**src/rtl/secuenciador_registros_pkg.sv**
```systemverilog
// Shared definitions for the register-file micro-sequencer: op codes, register-file
// commands, FSM state encoding and instruction field positions.
package secuenciador_registros_pkg;

    typedef enum logic [2:0] {
        OpNop = 3'b000,
        OpLdi = 3'b001,
        OpMov = 3'b010,
        OpAlu = 3'b011,
        OpOut = 3'b100
    } op_e;

    localparam logic [1:0] CmdHold  = 2'b00;
    localparam logic [1:0] CmdWrite = 2'b01;
    localparam logic [1:0] CmdRead  = 2'b10;

    typedef enum logic [2:0] {
        StIdle,
        StDecode,
        StRead,
        StCapture,
        StExec,
        StWrite,
        StDone
    } state_e;

    // Low bit of each 3-bit instruction field; bit 0 is unused.
    localparam int unsigned OpLsb   = 13;
    localparam int unsigned RdLsb   = 10;
    localparam int unsigned RxLsb   = 7;
    localparam int unsigned RyLsb   = 4;
    localparam int unsigned FuncLsb = 1;

    function automatic logic op_legal(input logic [2:0] op);
        return op <= OpOut;
    endfunction

endpackage

```
**src/rtl/secuenciador_registros_contador_timeout.sv**
```systemverilog
// Loadable down-counter that saturates at zero; expired_o flags a zero count.
module secuenciador_registros_contador_timeout #(
    parameter int unsigned Width = 8
) (
    input  logic             clk_i,
    input  logic             rst_i,
    input  logic             load_i,
    input  logic [Width-1:0] load_value_i,
    input  logic             dec_i,
    output logic             expired_o
);

    logic [Width-1:0] cuenta_q;

    always_ff @(posedge clk_i or posedge rst_i) begin
        if (rst_i) begin
            cuenta_q <= '0;
        end else if (load_i) begin
            cuenta_q <= load_value_i;
        end else if (dec_i && (cuenta_q != '0)) begin
            cuenta_q <= cuenta_q - Width'(1);
        end
    end

    assign expired_o = (cuenta_q == '0);

endmodule

```
**src/rtl/secuenciador_registros.sv**
```systemverilog
// Micro-sequencer for the 8x8 data register file: accepts one instruction, then sequences
// register read, optional external ALU operation and write-back. All outputs are registered.
module secuenciador_registros
    import secuenciador_registros_pkg::*;
#(
    parameter int unsigned ALU_TIMEOUT = 15
) (
    input  logic        i_Timming,
    input  logic        i_Rst,
    input  logic [15:0] i_Instruccion,
    input  logic [7:0]  i_Inmediato,
    input  logic        i_Inst_valida,
    output logic        o_Inst_lista,
    output logic [1:0]  o_Lectura_escritura,
    output logic [2:0]  o_Control_RX,
    output logic [2:0]  o_Control_RY,
    output logic [2:0]  o_Seleccion_registro_escritura,
    output logic [2:0]  o_Seleccion_registro_lectura,
    output logic [7:0]  o_Datos,
    input  logic [7:0]  i_RX,
    input  logic [7:0]  i_RY,
    output logic [7:0]  o_ALU_A,
    output logic [7:0]  o_ALU_B,
    output logic [2:0]  o_ALU_func,
    output logic        o_ALU_inicio,
    input  logic        i_ALU_listo,
    input  logic [7:0]  i_ALU_resultado,
    output logic [7:0]  o_Dato_salida,
    output logic        o_Salida_valida,
    output logic        o_Fin,
    output logic        o_Error,
    output logic [7:0]  o_Contador_inst
);

    localparam logic [7:0] TimeoutLoad = 8'(ALU_TIMEOUT - 1);

    state_e     state_q;
    logic [2:0] op_q;
    logic [2:0] rd_q;
    logic [2:0] rx_q;
    logic [2:0] ry_q;
    logic [2:0] func_q;
    logic [7:0] imm_q;

    logic timeout_load;
    logic timeout_dec;
    logic timeout_expired;
    logic unused_bit;

    assign unused_bit   = i_Instruccion[0];
    assign timeout_load = (state_q == StCapture) && (op_q == OpAlu);
    assign timeout_dec  = (state_q == StExec);

    // Gated by reset so the ready flag is low while reset is held.
    assign o_Inst_lista = (state_q == StIdle) && !i_Rst;

    secuenciador_registros_contador_timeout #(
        .Width(8)
    ) u_contador_timeout (
        .clk_i       (i_Timming),
        .rst_i       (i_Rst),
        .load_i      (timeout_load),
        .load_value_i(TimeoutLoad),
        .dec_i       (timeout_dec),
        .expired_o   (timeout_expired)
    );

    // Outputs are set on the edge that enters the state they belong to.
    always_ff @(posedge i_Timming or posedge i_Rst) begin
        if (i_Rst) begin
            state_q                        <= StIdle;
            op_q                           <= '0;
            rd_q                           <= '0;
            rx_q                           <= '0;
            ry_q                           <= '0;
            func_q                         <= '0;
            imm_q                          <= '0;
            o_Lectura_escritura            <= CmdHold;
            o_Control_RX                   <= '0;
            o_Control_RY                   <= '0;
            o_Seleccion_registro_escritura <= '0;
            o_Seleccion_registro_lectura   <= '0;
            o_Datos                        <= '0;
            o_ALU_A                        <= '0;
            o_ALU_B                        <= '0;
            o_ALU_func                     <= '0;
            o_ALU_inicio                   <= 1'b0;
            o_Dato_salida                  <= '0;
            o_Salida_valida                <= 1'b0;
            o_Fin                          <= 1'b0;
            o_Error                        <= 1'b0;
            o_Contador_inst                <= '0;
        end else begin
            o_Lectura_escritura            <= CmdHold;
            o_Control_RX                   <= '0;
            o_Control_RY                   <= '0;
            o_Seleccion_registro_escritura <= '0;
            o_Seleccion_registro_lectura   <= '0;
            o_Datos                        <= '0;
            o_ALU_inicio                   <= 1'b0;
            o_Salida_valida                <= 1'b0;
            o_Fin                          <= 1'b0;
            o_Error                        <= 1'b0;

            unique case (state_q)
                StIdle: begin
                    if (i_Inst_valida) begin
                        op_q    <= i_Instruccion[OpLsb +: 3];
                        rd_q    <= i_Instruccion[RdLsb +: 3];
                        rx_q    <= i_Instruccion[RxLsb +: 3];
                        ry_q    <= i_Instruccion[RyLsb +: 3];
                        func_q  <= i_Instruccion[FuncLsb +: 3];
                        imm_q   <= i_Inmediato;
                        // Illegal ops flag on the DECODE cycle itself.
                        o_Error <= !op_legal(i_Instruccion[OpLsb +: 3]);
                        state_q <= StDecode;
                    end
                end
                StDecode: begin
                    case (op_q)
                        OpNop: begin
                            o_Fin           <= 1'b1;
                            o_Contador_inst <= o_Contador_inst + 8'd1;
                            state_q         <= StDone;
                        end
                        OpLdi: begin
                            o_Lectura_escritura            <= CmdWrite;
                            o_Seleccion_registro_escritura <= rd_q;
                            o_Datos                        <= imm_q;
                            state_q                        <= StWrite;
                        end
                        OpMov, OpAlu, OpOut: begin
                            o_Lectura_escritura          <= CmdRead;
                            o_Control_RX                 <= rx_q;
                            o_Control_RY                 <= ry_q;
                            o_Seleccion_registro_lectura <= rx_q;
                            state_q                      <= StRead;
                        end
                        default: state_q <= StIdle;
                    endcase
                end
                StRead: begin
                    state_q <= StCapture;
                end
                StCapture: begin
                    case (op_q)
                        OpMov: begin
                            o_Lectura_escritura            <= CmdWrite;
                            o_Seleccion_registro_escritura <= rd_q;
                            o_Datos                        <= i_RX;
                            state_q                        <= StWrite;
                        end
                        OpOut: begin
                            o_Dato_salida   <= i_RX;
                            o_Salida_valida <= 1'b1;
                            o_Fin           <= 1'b1;
                            o_Contador_inst <= o_Contador_inst + 8'd1;
                            state_q         <= StDone;
                        end
                        default: begin
                            o_ALU_A      <= i_RX;
                            o_ALU_B      <= i_RY;
                            o_ALU_func   <= func_q;
                            o_ALU_inicio <= 1'b1;
                            state_q      <= StExec;
                        end
                    endcase
                end
                StExec: begin
                    if (i_ALU_listo) begin
                        o_Lectura_escritura            <= CmdWrite;
                        o_Seleccion_registro_escritura <= rd_q;
                        o_Datos                        <= i_ALU_resultado;
                        o_ALU_A                        <= '0;
                        o_ALU_B                        <= '0;
                        o_ALU_func                     <= '0;
                        state_q                        <= StWrite;
                    end else if (timeout_expired) begin
                        o_Error    <= 1'b1;
                        o_ALU_A    <= '0;
                        o_ALU_B    <= '0;
                        o_ALU_func <= '0;
                        state_q    <= StIdle;
                    end
                end
                StWrite: begin
                    o_Fin           <= 1'b1;
                    o_Contador_inst <= o_Contador_inst + 8'd1;
                    state_q         <= StDone;
                end
                StDone: begin
                    state_q <= StIdle;
                end
                default: state_q <= StIdle;
            endcase
        end
    end

endmodule

```
**config.mk**
```make
export PLATFORM = sky130hd
export DESIGN_NAME = secuenciador_registros
export DESIGN_NICKNAME = d
export VERILOG_FILES = /design/src/rtl/secuenciador_registros_pkg.sv /design/src/rtl/secuenciador_registros_contador_timeout.sv /design/src/rtl/secuenciador_registros.sv
export SDC_FILE = /design/constraint.sdc
export NUM_CORES = 1
export LEC_CHECK = 0
export ABC_AREA = 1
export ABC_CLOCK_PERIOD_IN_PS = 4080
export CAP_MARGIN = 0
export CORE_ASPECT_RATIO = 2
export CORE_UTILIZATION = 49
export DETAILED_ROUTE_END_ITERATION = 10
export GPL_ROUTABILITY_DRIVEN = 0
export PLACE_DENSITY = 0.8
export SLEW_MARGIN = 20
export SYNTH_ARGS = -nofsm -noshare
export SYNTH_HDL_FRONTEND = slang
export SYNTH_HIERARCHICAL = 1
export SYNTH_SLANG_ARGS = --single-unit
export TNS_END_PERCENT = 30
```
**constraint.sdc**
```tcl
create_clock -name i_Timming -period 4.08 [get_ports i_Timming]
set_clock_uncertainty 0.15 [all_clocks]
set_input_delay 0.816 -clock i_Timming [delete_from_list [all_inputs] [get_ports i_Timming]]
set_output_delay 0.816 -clock i_Timming [all_outputs]
set_load 0.03 [all_outputs]
```
==> results.toml <==
[outcome]
run_status = "finished clean"

[hold_path]
hp-class = "flop to flop"
min_from = "o_ALU_B[2]"
worstHoldEndpoint = "o_ALU_B[2]"
whs_path_depth = 2

[sta]
fin_setup_tns_ps = 0
min_period_over_period = 0.793
worstMarginPinSlew_ps = 868
max_slew_margin = 0.421
rsz0062_at_grt = "no"
period_needed_ps = 3240
max_freq_mhz = 309
setup_viol = 0
finalHoldViolCount = 0
slew_viol_final = 0

[synthesis]
ys_top_cells_by_area = "dfrtp_1 (52%), nand2_1 (16%), inv_1 (4.1%), nand4_1 (3.4%), nand3_1 (2.6%)"
synth_top_area_share = 0.518
synth_simple_gate_area_share = 0.278
netlist_area_um2 = 4440
ys_ff_latch = 92
syn_avg_cell_area_um2 = 8.50
yosys_warnings = 6
synth_xor_area_frac = 0.00591
synth_top_family_by_area = "simple AND/OR/NAND/NOR gates"
synthMuxAreaShare = 0
synth-seq-area-share = 0.518
syn_inst = 523
synth_compound_area_frac = 0.0932
yosysTopAreaCell = "dfrtp_1"
yosys.area_share.adder = 0.00845
ys_types = 36

[setup_path]
crit_fanout = 24
cp_data_required_time_ps = 3110
reg2reg_from = "state_q[0]"
r2r-end = "o_Error"
worstSetupEndpointType = "output pin"
criticalPathCategory = "flop to output pin"
rrSetupSlack_ps = 1530
crit_arrival_ps = 2270
r2r_cells = 5
setup.worst_path.start = "state_q[0]"
start_kind = "flop"

[clock_tree]
clock_latency_ps = 340
hold_buffers = 0
cts-resized-gates = 0
postCtsSetupRepairBufs = 0
cts.root.buffer_cell = "clkbuf_16"
tritoncts = "yes"
h-tree-depth = 3
clock_sinks = 92
clockBufferDepth = 2
clk_pin_slew_worst_paths_ps = 60
cts_buffers = 9

[die]
die_w_um = 69.3
io_pins = 114
rows = 48
dieArea_um2 = 9480
die_h_um = 137
core-area_um2 = 8710
start_util = 0.510

[detailed_routing]
firstDrtPassIters = 5
num_vias = 3881
ant_nets = 0
dr.first_iter.drc_count = 301
routed_wl_mm = 11.0
wl_per_cell_um = 15.0
viasPerCell = 5.27
drc = 0

[cells_and_area]
stdcell_count = 736
final_nets = 687
mostFrequentLayoutCell = "nand2_1"
layout_common_cells = "nand2_1 (187), clkdlybuf4s50_1 (112), dfrtp_1 (92)"
finish.utilization = 0.666
final_cell_area_um2 = 5800
final_layout_size_suffix_gt1_frac = 0.0739
antenna_cells = 0
area_growth_pct = 30.5

[global_route]
grt_max_degree = 37
first_global_vias = 3799
grt-ovfl-total = 0
grt_pass1_wl_mm = 17.8
track_usage = 0.244
antenna_found_initial = 0

[run]
maxCapViolations = 0

[placed_design]
hpwlAfterDp_mm = 8.20
placed_cell_area_um2 = 5520
dp_cells = 721
portBuffers = 112

[pwr]
vdd.ir_drop.worst_mv = 0.371
powerDensity_nw_per_um2 = 749
p_leak_nw = 2.82
-- synth_stat cells (all sizes together) --
cell type    count
inv             55
nand4           25
nor3             2
dfrtp           92
o211ai           8
dlygate4sd1      1
a31oi            3
nand3b           1
buf             15
nand3           28
xnor2            3
conb             2
a21oi           10
a21boi          10
ha               3
nor2            30
nand2          191
o21ai           36
clkbuf           7
or2              1
-- where the power goes --
group          switching [W]  total [W]  internal, W
Clock               0.000347   0.000774     0.000427
Sequential          0.000271    0.00153      0.00126
Combinational        0.00128    0.00203     0.000750
Total                0.00190    0.00434      0.00244
-- layer usage --
layer / track usage / share of wire / routed length (um) / vias to the layer above
met5: 0 / 0 / 0 / -
li1: - / - / - / 1886
met1: 0.252 / 0.36 / 3960 / 1837
met4: 0.139 / 0.042 / 466 / 0
met3: 0.0434 / 0.037 / 405 / 31
met2: 0.457 / 0.56 / 6180 / 127
-- cell families after synthesis --
| group | count (synthesis) |
|---|---|
| compound gates | 67 |
| xor+xnor | 3 |
| fa+ha+maj | 3 |
| buf+inv | 78 |
| flops | 92 |
| other cells | 2 |
| simple gates | 278 |
-- worst max path at each step --
| stage | to | slack (ps) | depth (start not counted) |
|---|---|---|---|
| 6_report | o_Inst_lista | 840 | 4 |
| 3_3_place_gp | o_Inst_lista | 1050 | 3 |
| 2_1_floorplan | func_q[0] | 950 | 1 |
| 4_1_cts | o_Inst_lista | 860 | 4 |
| 5_1_grt | o_Inst_lista | 690 | 4 |
| 3_5_place_dp | o_Inst_lista | 1050 | 3 |
-- cell type report --
| cell class | count | area [um^2] |
|---|---|---|
| Clock inverter | 5 | 36.3 |
| Sequential cell | 92 | 2300 |
| Inverter | 55 | 210 |
| Clock buffer | 10 | 239 |
| Timing Repair Buffer | 115 | 1140 |
| Fill cell | 732 | 2910 |
| Multi-Input combinational cell | 359 | 1740 |
| Tap cell | 100 | 125 |
-- critical path, cell delays in order (launching register included) --
cell	delay, ps
dfrtp_1	480
nor2_4	460
nand2_1	190
nor2_1	130
clkdlybuf4s50_1	680
-- flip-flops by register name, summed over array words and instances, names as in the netlist, 2 cells and up --
register and count:
imm_q 8, o_ALU_A 8, o_ALU_B 8, o_Contador_inst 8, o_Dato_salida 8, o_Datos 8, u_contador_timeout/cuenta_q 8, func_q 3
o_ALU_func 3, o_Control_RY 3, o_Seleccion_registro_escritura 3, o_Seleccion_registro_lectura 3, op_q 3, rd_q 3, rx_q 3, ry_q 3
state_q 3, o_Lectura_escritura 2
-- per-stage QoR --
step	hold WS (ps)	worst slack, ps	total power (W)
finish	319	845	0.00434
global route	353	693	0.00462
CTS	325	857	0.00435
detailed placement	310	1050	0.00357
global placement	305	1050	0.00350
floorplan	292	949	0.00297
No activity file was read; power rests on OpenSTA's default activity.
